===== src/rtl/cic_dec_ctrl.sv =====
// Run-time decimation-factor controller for the CIC decimator: validates and applies new
// factors on frame boundaries, flushes and warms up the CIC, and counts arithmetic events.
module cic_dec_ctrl #(
  parameter int unsigned DEC_WIDTH    = 4,
  parameter int unsigned Q            = 1,
  parameter int unsigned N            = 1,
  parameter int unsigned DEFAULT_DEC  = 1,
  parameter int unsigned FLUSH_CYCLES = 2,
  parameter int unsigned CNT_WIDTH    = 16
) (
  input  logic                 clk,
  input  logic                 rst,
  input  logic                 cfg_valid,
  input  logic [DEC_WIDTH:0]   cfg_dec,
  output logic                 cfg_ready,
  output logic                 cfg_err,
  output logic                 cfg_done,
  output logic                 busy,
  input  logic                 valid_in,
  output logic                 cic_valid_in,
  output logic [DEC_WIDTH:0]   cic_dec_factor,
  output logic                 cic_rst_n,
  input  logic                 cic_valid_out,
  input  logic                 cic_overflow,
  input  logic                 cic_underflow,
  output logic                 out_valid,
  input  logic                 clr_cnt,
  output logic [CNT_WIDTH-1:0] ovf_cnt,
  output logic [CNT_WIDTH-1:0] udf_cnt
);

  localparam int unsigned FW   = DEC_WIDTH + 1;
  localparam int unsigned WARM = Q * N;
  localparam int unsigned WW   = (WARM > 1) ? $clog2(WARM) : 1;
  localparam int unsigned FCW  = (FLUSH_CYCLES > 1) ? $clog2(FLUSH_CYCLES) : 1;

  typedef enum logic [1:0] {RUN, DRAIN, FLUSH, SETTLE} state_t;

  state_t         state;
  logic [FW-1:0]  phase;
  logic [FW-1:0]  pending;
  logic [FW-1:0]  last_phase;
  logic [FCW-1:0] flush_cnt;
  logic [WW-1:0]  warm_cnt;
  logic           mask;
  logic           cfg_legal;
  logic           boundary;

  assign last_phase   = cic_dec_factor - FW'(1);
  // Legal factors are the powers of two up to 2**DEC_WIDTH; the port width excludes larger ones.
  assign cfg_legal    = (cfg_dec != '0) && ((cfg_dec & (cfg_dec - FW'(1))) == '0);
  assign boundary     = (state == DRAIN) && valid_in && (phase == last_phase);
  assign cic_valid_in = valid_in && (state != FLUSH);
  assign out_valid    = cic_valid_out && !mask;

  // Phase mirrors the CIC's own decimation counter so the frame boundary is known here.
  always_ff @(posedge clk or posedge rst) begin
    if (rst) begin
      phase <= '0;
    end else if (state == FLUSH) begin
      phase <= '0;
    end else if (cic_valid_in) begin
      phase <= (phase >= last_phase) ? '0 : phase + FW'(1);
    end
  end

  always_ff @(posedge clk or posedge rst) begin
    if (rst) begin
      state          <= RUN;
      pending        <= FW'(DEFAULT_DEC);
      cic_dec_factor <= FW'(DEFAULT_DEC);
      cic_rst_n      <= 1'b0;
      cfg_ready      <= 1'b1;
      cfg_err        <= 1'b0;
      cfg_done       <= 1'b0;
      busy           <= 1'b0;
      mask           <= 1'b0;
      flush_cnt      <= '0;
      warm_cnt       <= '0;
    end else begin
      cfg_err  <= 1'b0;
      cfg_done <= 1'b0;
      case (state)
        RUN: begin
          cic_rst_n <= 1'b1;
          if (cfg_valid) begin
            if (cfg_legal) begin
              pending   <= cfg_dec;
              state     <= DRAIN;
              cfg_ready <= 1'b0;
              busy      <= 1'b1;
            end else begin
              cfg_err <= 1'b1;
            end
          end
        end
        DRAIN: begin
          if (boundary) begin
            state          <= FLUSH;
            cic_rst_n      <= 1'b0;
            cic_dec_factor <= pending;
            mask           <= 1'b1;
            flush_cnt      <= '0;
          end
        end
        FLUSH: begin
          if (flush_cnt == FCW'(FLUSH_CYCLES - 1)) begin
            state     <= SETTLE;
            cic_rst_n <= 1'b1;
            warm_cnt  <= '0;
          end else begin
            flush_cnt <= flush_cnt + FCW'(1);
          end
        end
        SETTLE: begin
          if (cic_valid_out) begin
            if (warm_cnt == WW'(WARM - 1)) begin
              state     <= RUN;
              mask      <= 1'b0;
              cfg_done  <= 1'b1;
              cfg_ready <= 1'b1;
              busy      <= 1'b0;
            end else begin
              warm_cnt <= warm_cnt + WW'(1);
            end
          end
        end
        default: state <= RUN;
      endcase
    end
  end

  // Clear has priority over a coincident event; counts stick at all-ones.
  always_ff @(posedge clk or posedge rst) begin
    if (rst) begin
      ovf_cnt <= '0;
      udf_cnt <= '0;
    end else if (clr_cnt) begin
      ovf_cnt <= '0;
      udf_cnt <= '0;
    end else begin
      if (out_valid && cic_overflow && (ovf_cnt != '1))
        ovf_cnt <= ovf_cnt + CNT_WIDTH'(1);
      if (out_valid && cic_underflow && (udf_cnt != '1))
        udf_cnt <= udf_cnt + CNT_WIDTH'(1);
    end
  end

endmodule


===== config.mk =====
export PLATFORM = sky130hd
export DESIGN_NAME = cic_dec_ctrl
export DESIGN_NICKNAME = d
export VERILOG_FILES = /design/src/rtl/cic_dec_ctrl.sv
export SDC_FILE = /design/constraint.sdc
export NUM_CORES = 1
export LEC_CHECK = 0
export ABC_AREA = 1
export CORE_ASPECT_RATIO = 0.9
export CORE_MARGIN = 8
export CORE_UTILIZATION = 30
export CTS_CLUSTER_SIZE = 8
export DETAILED_ROUTE_END_ITERATION = 10
export SLEW_MARGIN = 20
export SYNTH_ARGS = -nofsm -noshare
export SYNTH_HDL_FRONTEND = slang
export SYNTH_SLANG_ARGS = --single-unit

===== constraint.sdc =====
create_clock -name clk -period 2.8 [get_ports clk]
set_clock_uncertainty 0.2 [all_clocks]
set_input_delay 0.56 -clock clk [delete_from_list [all_inputs] [get_ports clk]]
set_output_delay 0.56 -clock clk [all_outputs]
set_load 0.005 [all_outputs]

==> results of run 1 <==
-- layer usage --
metal | global-route usage | share of wire | vias up
li1 | - | - | 1615
met1 | 0.146 | 0.49 | 1431
met2 | 0.183 | 0.44 | 64
met3 | 0.0358 | 0.066 | 8
met4 | 0.0348 | 0.011 | 0
met5 | 0 | 0 | -
-- power by group through the flow --
stage / Clock (mW) / Combinational [mW] / Sequential [mW]
finish: 0.634 / 0.660 / 1.04
global route: 0.683 / 0.761 / 1.06
CTS: 0.651 / 0.653 / 1.04
detailed placement: 0 / 0.646 / 1.05
global placement: 0 / 0.629 / 1.05
floorplan: 0 / 0.440 / 1.03
-- layout make-up --
cell class	instances	area, sq um	share of cell area
Timing Repair Buffer	61	598	0.137
Clock buffer	7	133	0.0304
Tap cell	156	195	0.0447
Inverter	51	196	0.0450
Multi-Input combinational cell	346	1830	0.420
Sequential cell	56	1410	0.322
Clock inverter	1	8.76	0.00200
-- worst max path at each step --
stage,endpoint,cells past startpoint
2_1_floorplan,state[0],13
3_3_place_gp,out_valid,4
3_5_place_dp,out_valid,4
4_1_cts,out_valid,4
5_1_grt,state[0],13
6_report,out_valid,4
-- cell families after synthesis --
family | count (synthesis) | synth area share
flops | 56 | 0.405
simple gates | 267 | 0.347
compound gates | 47 | 0.0807
buf+inv | 57 | 0.0710
fa+ha+maj | 15 | 0.0540
xor+xnor | 17 | 0.0429
-- worst min-delay path, delay by kind of cell, from the launching register on --
kind / cells / cell delay (ps)
and+or+nand+nor: 2 / 100
DFF: 1 / 370
-- state kept, by name, indices dropped and copies added (netlist names), 2 cells and up --
name            cells
pending             5
cic_dec_factor      5
udf_cnt            16
phase               5
state               2
ovf_cnt            16
-- synthesized netlist by cell type, types with 4 or more instances --
cell type,n
dfrtp_1,53
nand2_2,4
inv_1,48
xor2_1,14
nand4_1,19
or2_2,4
nor2_1,38
nand3_1,43
o21ai_1,5
o21bai_1,6
ha_1,15
nand2_1,142
o21ai_0,25
-- what timing repair did --
| item | CTS | global route |
|---|---|---|
| gates resized for setup | 0 | 2 |
| endpoints found under the setup margin | 0 | 3 |
| hold buffers | 0 | 0 |
-- stage by stage --
step | setup slack (ps) | TNS, ps | instance area (sq um)
2_1_floorplan | 400 | 0 | 3470
3_3_place_gp | 141 | 0 | 4220
3_5_place_dp | 130 | 0 | 4220
4_1_cts | 130 | 0 | 4360
5_1_grt | -3.81 | -3.81 | 4370
6_report | 142 | 0 | 4370
==> metrics.md, run 1 <==
| Metric | Value |
|---|---|
| Vias | 3118 |
| Crit path DAT | 1900 ps |
| Layout overhead on the synthesized area | 25.8% |
| Layout Nets | 549 |
| Crit path top cell by count | clkdlybuf4s50_1 |
| Fin crit period | 2660 ps |
| Switching share of power | 0.334 |
| P_sw | 0.779 mW |
| Ant diodes | 0 |
| Root buffer cell | clkbuf_16 |
| Pre-Repair DR Iteration Count | 4 |
| Routed length per instance | 12.6 um |
| Pwr/cell area | 534 nW/um^2 |
| Deepest level of the CTS H-tree | 2 |
| EDFF count, synth | 0 |
| Buffers on Ports | 56 |
| Largest net degree at the start of global routing | 31 |
| Slew Limit Headroom | 0.596 |
| TritonCTS Sinks | 56 |
| Min-Delay Endpoint | cfg_ready |
| Synth Area per Inst | 7.57 sq um |
| Final setup fails | 0 |
| Top-area cell type share of the netlist area | 0.382 |
| Maximum vdd drop | 235 uV |
| Worst reg2reg setup slack | 280 ps |
| Worst path cell trace | clkdlybuf4s50_1, inv_1, nor2_1, clkdlybuf4s50_1 |
| Mapped Cells | 459 |
| #FFs+latches synth | 56 |
| Initial antenna violation count | 0 |
| Final Hold Fails | 0 |
| Clk buf depth | 2 |
| Final Hold Slack | 278 ps |
| Max Slew Vio Count | 0 |
| Commonest non-fill, non-tap cells in the layout | nand2_1, clkdlybuf4s50_1, dfrtp_1, inv_1, nand3_1 |
| Clk_lat worst skew | 300 ps |
| CTS tree | yes |
| WP buf/inv | 3 |
| Number of core rows | 37 |
| CTS Buf Count | 5 |
| Combinational share of power | 0.283 |
| Clk network pwr share | 0.272 |
| DP HPWL | 6570 um |
| Global-route wire length before repair | 14600 um |
| Worst-Margin Slew | 600 ps |
| Number of DRC markers in iteration 0 | 153 |
| IO Pins | 57 |
| CP top delay family | buffers and inverters |
| Initial Util | 0.306 |
| Reg-to-Reg Start | cic_dec_factor[0] |
| Post-CTS Setup Repair Bufs | 0 |
| Pint | 1.55 mW |
| Leakage | 1.97 nW |
| Hold_sp | cfg_ready |
| Die Area | 15300 sq um |
| Number of nets with antenna violations after routing | 0 |
| Worst hold path class | reg2reg |
| Worst R2R Path Depth | 13 |
| CP startpoint | cic_valid_out |
| Die H | 118 um |
| Worst EP required | 2040 ps |
| DRC viols | 0 |
| Critical Path Source Type | input pin |
| Most common cell after layout, fill and taps aside | nand2_1 |
| Vias in the first global route | 3086 |
| Total core area | 11300 sq um |
| Seq/Total Area, Yosys | 0.405 |
| Fmax | 0.376 GHz |
| Syn Nets | 487 |
| Routed wire length | 8570 um |
| Cell depth of the worst hold path | 2 |
| Total gr overflow | 0 |
| Worst r2r dst | state[0] |
| # fillers | 1175 |
| Fin util | 0.385 |
| Mapped Area | 3470 sq um |
| Inst Count DP | 670 |
| Max-Cap Viols | 0 |
| Slowest-stage cell, CP | clkdlybuf4s50_1 |
| Synth cell types | 37 |
| Via density | 4.60 |
| Tcrit/Tclk final | 0.949 |
| Worst Path Class, Setup | in2out |
| Sequential share of power | 0.445 |
| Post-route insts no fill | 678 |
| Die Width | 129 um |
| Status | finished, final reports clean |
| Top FF cell, synth | dfrtp_1 |
| Setup crit end kind | output port |
| Design Power | 2.33 mW |
| Post-synth top area cell | dfrtp_1 |
| All-Layer GR Usage | 0.115 |
| Post-synth ARST share | 1.00 |
| Routability cong. | 0.861 |
| Worst-path clk slew | 70 ps |
| Yosys synthesis warning count | 0 |
| Critical path's largest stage delay | 560 ps |
| Share of layout cells above drive strength 1 | 0.0747 |
| Worst Path Max Fanout | 3 |
| Synth top area cells | dfrtp_1, nand2_1, nand3_1 |
(Power assumes the default switching activity.)
==> run 2: changes to the inputs <==
--- a/config.mk
+++ b/config.mk
@@ -11,6 +11,7 @@
 export CORE_UTILIZATION = 30
 export CTS_CLUSTER_SIZE = 8
 export DETAILED_ROUTE_END_ITERATION = 10
+export GPL_TIMING_DRIVEN = 0
 export SLEW_MARGIN = 20
 export SYNTH_ARGS = -nofsm -noshare
 export SYNTH_HDL_FRONTEND = slang
==> run 2 against run 1 <==
Net effect: via count down 0.51%; first-iteration DRC count grew 27%; critical path depth unchanged; routed wire length down 0.44%; final area is 1.7% higher; count of clock-buffer cells in the layout did not move; core utilization rose by 0.67 points; largest cell class unchanged.
==> metrics.md, run 2 (synthesis results as in run 1) <==
| Metric | Value |
|---|---|
| Initial Util | 0.306 (unchanged) |
| Worst reg2reg setup slack | 200 ps (-80 ps) |
| WP buf/inv | 3 (unchanged) |
| Slew Limit Headroom | 0.648 (+0.0525) |
| DRC viols | 0 (unchanged) |
| Routed wire length | 8540 um (-0.44%) |
| Vias | 3102 (-0.51%) |
| Total core area | 11300 sq um (unchanged) |
| Crit path DAT | 1910 ps (about the same) |
| Slowest-stage cell, CP | clkdlybuf4s50_1 |
| Commonest non-fill, non-tap cells in the layout | nand2_1, clkdlybuf4s50_1, dfrtp_1, inv_1, nand3_1 |
| CP top delay family | buffers and inverters |
| Deepest level of the CTS H-tree | 2 (unchanged) |
| Min-Delay Endpoint | cfg_ready |
| Layout Nets | 551 (+0.36%) |
| Reg-to-Reg Start | cic_dec_factor[0] |
| Share of layout cells above drive strength 1 | 0.0782 (+0.00353) |
| Buffers on Ports | 56 (unchanged) |
| Vias in the first global route | 2896 (-6.2%) |
| Fmax | 0.375 GHz (-0.41%) |
| Ant diodes | 0 (unchanged) |
| Die Area | 15300 sq um (unchanged) |
| Fin crit period | 2670 ps (+11.0 ps) |
| TritonCTS Sinks | 56 (unchanged) |
| Largest net degree at the start of global routing | 48 (+55%) |
| All-Layer GR Usage | 0.115 (-0.000612) |
| CTS Buf Count | 5 (unchanged) |
| Maximum vdd drop | 256 uV (+9.3%) |
| Initial antenna violation count | 0 (unchanged) |
| Final Hold Slack | 272 ps (-6.24 ps) |
| Max Slew Vio Count | 0 (unchanged) |
| Worst path cell trace | clkdlybuf4s50_1, inv_1, nor2_1, clkdlybuf4s50_1 |
| Critical Path Source Type | input pin |
| Pwr/cell area | 551 nW/um^2 (+3.2%) |
| Routability cong. | 0.826 (-4.1%) |
| Hold_sp | cfg_ready |
| Met1 Resource Use GR | 0.158 (+0.0120) |
| Post-CTS sizing | 0 (unchanged) |
| Crit path top cell by count | clkdlybuf4s50_1 |
| Total gr overflow | 0 (unchanged) |
| Most common cell after layout, fill and taps aside | nand2_1 |
| Total negative setup slack | 0 ps (unchanged) |
| Clk buf depth | 2 (unchanged) |
| Final Hold Fails | 0 (unchanged) |
| Via density | 4.56 (-0.81%) |
| Worst Path Class, Setup | in2out |
| Routed length per instance | 12.6 um (-0.74%) |
| Biggest regs | ovf_cnt (16), udf_cnt (16) |
| RSZ-0062 raised after global routing | no |
| Max-Cap Viols | 0 (unchanged) |
| Final setup fails | 0 (unchanged) |
| # fillers | 1136 (-3.3%) |
| Tcrit/Tclk final | 0.953 (+0.00394) |
| Number of nets with antenna violations after routing | 0 (unchanged) |
| Worst hold path class | reg2reg |
| Post-CTS Setup Repair Bufs | 0 (unchanged) |
| Worst EP required | 2040 ps (about the same) |
| GR Util met2 | 0.179 (-0.00390) |
| DP HPWL | 6650 um (+1.2%) |
| Worst r2r dst | state[1] |
| Cell depth of the worst hold path | 2 (unchanged) |
| Setup crit end kind | output port |
| Leakage | 2.01 nW (+1.8%) |
| Die Width | 129 um (unchanged) |
| Worst-path clk slew | 70 ps (about the same) |
| Number of DRC markers in iteration 0 | 195 (+27%) |
| Clk_lat worst skew | 290 ps (about the same) |
| Status | finished, final reports clean |
| Worst Path Max Fanout | 3 (unchanged) |
| Number of core rows | 37 (unchanged) |
| Grt peak-use layer | met2 |
| IO Pins | 57 (unchanged) |
| Pre-Repair DR Iteration Count | 4 (unchanged) |
| Critical path's largest stage delay | 550 ps (about the same) |
| Die H | 118 um (unchanged) |
| CTS tree | yes |
| Met3 GRT Util | 0.0281 (-0.00770) |
| Worst R2R Path Depth | 13 (unchanged) |
| Worst-Margin Slew | 522 ps (-77.9 ps) |
| Layout overhead on the synthesized area | 28.0% |
| Root buffer cell | clkbuf_16 |
| Cts-stage hold buffer count | 0 (unchanged) |
| Global-route wire length before repair | 14400 um (-1.3%) |
## run 2: changes by cell type in the layout (fill, tap and decap cells not counted), sizes merged
cell and delta:
clkinv -1, clkbuf +2, bufinv +1
## run 2: through the flow
step                      instances  area, sq um  setup slack, ps   util  total power [mW]
after floorplan                 459         3470              400      -              1.47
after global placement          671         4230             -492  0.373              1.68
after detailed placement        672         4260             91.6  0.376              1.71
after CTS                       680         4440             86.5  0.392              2.48
after global routing            680         4450             33.6  0.392              2.62
final                           680         4450              131  0.392              2.45
## run 2: report_power, final
group          total [mW]  switching, mW  internal, mW
logic               0.661          0.379         0.282
registers            1.04         0.0984         0.939
clock network       0.750          0.278         0.471
## run 2: area by class of cell
cell class / count / area [sq um] / area share
Multi-Input combinational cell: 346 / 1830 / 0.411
Buffer: 6 / 50.0 / 0.0113
Clock buffer: 7 / 153 / 0.0343
Clock inverter: 1 / 30.0 / 0.00675
Inverter: 51 / 199 / 0.0448
Sequential cell: 56 / 1410 / 0.316
Timing Repair Buffer: 57 / 588 / 0.132
Tap cell: 156 / 195 / 0.0439
## run 2: tightest hold or removal path: cells and delay by family (launching register included)
kind | cells | cell delay [ps]
DFF | 1 | 370
and+or+nand+nor | 2 | 100
## run 2: metal layers
layer | vias up | part of all wire
met5 | - | 0
met2 | 66 | 0.44
met1 | 1420 | 0.50
met3 | 2 | 0.057
li1 | 1614 | -
met4 | 0 | 0.0036
## run 2: worst max path at each step
| stage | cells after the start | to | from |
|---|---|---|---|
| final | 4 | out_valid | cic_valid_out |
| after floorplan | 13 | state[0] | cic_dec_factor[0] |
| after global placement | 2 | udf_cnt[11] | rst |
| after CTS | 4 | out_valid | cic_valid_out |
| after detailed placement | 4 | out_valid | cic_valid_out |
| after global routing | 13 | state[1] | cic_dec_factor[0] |
==> run 3: changes to the inputs <==
--- a/config.mk
+++ b/config.mk
@@ -8,10 +8,12 @@
 export ABC_AREA = 1
 export CORE_ASPECT_RATIO = 0.9
 export CORE_MARGIN = 8
-export CORE_UTILIZATION = 30
+export CORE_UTILIZATION = 50
 export CTS_CLUSTER_SIZE = 8
 export DETAILED_ROUTE_END_ITERATION = 10
 export GPL_TIMING_DRIVEN = 0
+export PLACE_DENSITY = 0.76
+export SKIP_CTS_REPAIR_TIMING = 1
 export SLEW_MARGIN = 20
 export SYNTH_ARGS = -nofsm -noshare
 export SYNTH_HDL_FRONTEND = slang
==> run 3 against run 2 <==
Net effect: fmax grew 0.81%; final cell count shrank 9.4%; sequential share of layout area grew 1.3 points; critical path type unchanged; critical endpoint unchanged.
==> metrics.md, run 3 (synthesis results as in run 1) <==
| Metric | Value |
|---|---|
| Switching share of power | 0.335 (+0.0263) |
| Leakage | 1.96 nW (-2.3%) |
| Register area | 1410 sq um (unchanged) |
| IO Pins | 57 (unchanged) |
| Ant diodes | 0 (unchanged) |
| Worst Path Max Fanout | 3 (unchanged) |
| Die H | 95.1 um (-19%) |
| Final Hold Fails | 0 (unchanged) |
| Routed length per instance | 13.3 um (+5.9%) |
| RSZ-0062 raised after global routing | no |
| TritonCTS Sinks | 56 (unchanged) |
| Design Power | 2.24 mW (-8.5%) |
| Multi-input combinational cell area | 1830 sq um (+0.41%) |
| Crit path DAT | 1890 ps (-20 ps) |
| Max Slew Vio Count | 0 (unchanged) |
| Number of core rows | 29 (-22%) |
| Vias in the first global route | 3096 (+6.9%) |
| Worst-Margin Slew | 684 ps (+161 ps) |
| Total gr overflow | 0 (unchanged) |
| Final setup fails | 0 (unchanged) |
| Final Hold Slack | 282 ps (+9.89 ps) |
| Worst path cell trace | clkdlybuf4s50_1, inv_1, nor2_1, clkdlybuf4s50_1 |
| Largest net degree at the start of global routing | 57 (+19%) |
| Worst hold path class | reg2reg |
| Dpl ws | 113 ps (+21.5 ps) |
| Critical path's largest stage delay | 550 ps (about the same) |
| Clk network pwr share | 0.238 (-0.068) |
| CTS tree | yes |
| Slew Limit Headroom | 0.544 (-0.104) |
| CTS Buf Count | 5 (unchanged) |
| Status | finished, final reports clean |
| Die Area | 9870 sq um (-35%) |
| Combinational share of power | 0.297 (+0.027) |
| Worst Path Class, Setup | in2out |
| Setup slack after layout | 153 ps (+21.5 ps) |
| Via density | 5.16 (+13%) |
| # fillers | 620 (-45%) |
| Commonest non-fill, non-tap cells in the layout | nand2_1, clkdlybuf4s50_1, dfrtp_1, inv_1, nand3_1 |
| Clk buf depth | 2 (unchanged) |
| Global-route wire length before repair | 14100 um (-2.3%) |
| Number of nets with antenna violations after routing | 0 (unchanged) |
| Buffers on Ports | 56 (unchanged) |
| Layout overhead on the synthesized area | 23.0% |
| Layout Nets | 550 (-0.18%) |
| Number of DRC markers in iteration 0 | 147 (-25%) |
| Fin util | 0.620 (+0.228) |
| WP buf/inv | 3 (unchanged) |
| Clk_lat worst skew | 310 ps (+20 ps) |
| Deepest level of the CTS H-tree | 2 (unchanged) |
| Slowest-stage cell, CP | clkdlybuf4s50_1 |
| Root buffer cell | clkbuf_8 |
| Most common cell after layout, fill and taps aside | nand2_1 |
| Die Width | 104 um (-20%) |
| Initial Util | 0.504 (+0.198) |
| Tcrit/Tclk final | 0.945 (-0.00768) |
| Max-Cap Viols | 0 (unchanged) |
| Pwr/cell area | 524 nW/um^2 (-4.8%) |
| Worst EP required | 2040 ps (about the same) |
| Share of layout cells above drive strength 1 | 0.0746 (-0.00367) |
| Initial antenna violation count | 0 (unchanged) |
| Crit path top cell by count | clkdlybuf4s50_1 |
| Vias | 3179 (+2.5%) |
| Pint | 1.49 mW (-12%) |
| Fmax | 0.378 GHz (+0.81%) |
| Biggest regs | ovf_cnt (16), udf_cnt (16) |
| Critical Path Source Type | input pin |
| Maximum vdd drop | 366 uV (+43%) |
| DRC viols | 0 (unchanged) |
| Fin crit period | 2650 ps (-21.5 ps) |
| P_sw | 0.750 mW (-0.72%) |
| Setup crit end kind | output port |
| Routability cong. | 0.933 (+13%) |
| DP HPWL | 6260 um (-5.9%) |
| Worst-path clk slew | 100 ps (+30 ps) |
| Routed wire length | 8190 um (-4.1%) |
| Total core area | 6890 sq um (-39%) |
| All-Layer GR Usage | 0.170 (+0.0553) |
| Sequential share of power | 0.465 (+0.041) |
| CP top delay family | buffers and inverters |
| Pre-Repair DR Iteration Count | 4 (unchanged) |
-- run 3: cell types whose count changed in the layout (fill, tap and decap cells not counted) --
cell	delta
clkinv_2	+1
clkbuf_1	+1
clkbuf_8	+3
clkbuf_16	-5
a21oi_2	-1
buf_16	-1
a21oi_4	+1
-- run 3: cell type report --
class | count | area share
plain buffers | 6 | 0.0117
clock buffers | 6 | 0.0170
clock inverters | 2 | 0.00820
inverters | 51 | 0.0466
multi-input cells | 346 | 0.429
flip-flops and latches | 56 | 0.329
well taps | 93 | 0.0272
repair buffers | 56 | 0.131
-- run 3: final timing paths --
kind	start	end	slack, ps	cells after the start
worst max-delay path	cic_valid_out	out_valid	150	4
worst min-delay path	cfg_ready	cfg_ready	280	2
worst max register to register	cic_dec_factor[0]	cic_rst_n	220	13
worst min register to register	cfg_ready	cfg_ready	280	2
max in group asynchronous	rst	state[0]	1450	2
min in group asynchronous	rst	ovf_cnt[5]	500	2
-- run 3: routing by layer --
metal	track usage	wire length [um]	up-vias
li1	-	-	1613
met1	0.208	3830	1490
met2	0.291	3880	66
met3	0.0372	362	10
met4	0.0662	118	0
met5	0	0	-
-- run 3: metrics by stage --
stage	instances	instance area, sq um	setup TNS, ps
after floorplan	459	3470	0
after global placement	608	4150	-20190
after detailed placement	608	4150	0
after CTS	616	4260	0
after global routing	616	4270	0
final	616	4270	0
-- run 3: power by group through the flow --
| stage | Combinational [mW] | Clock (mW) | Sequential [mW] |
|---|---|---|---|
| after floorplan | 0.440 | 0 | 1.03 |
| after CTS | 0.654 | 0.543 | 1.04 |
| after global routing | 0.754 | 0.569 | 1.06 |
| after detailed placement | 0.652 | 0 | 1.05 |
| after global placement | 0.622 | 0 | 1.05 |
| final | 0.664 | 0.534 | 1.04 |
-- run 3: worst register-to-register path: stages (launching register included) --
cell	delay, ps
dfstp_2	550
inv_1	70
ha_1	230
nand3_1	100
xor2_1	140
inv_1	70
ha_1	320
nand2_1	60
nor2_1	150
nand2_1	150
a21oi_4	200
nand2_1	90
nand2_1	60
o21ai_0	70
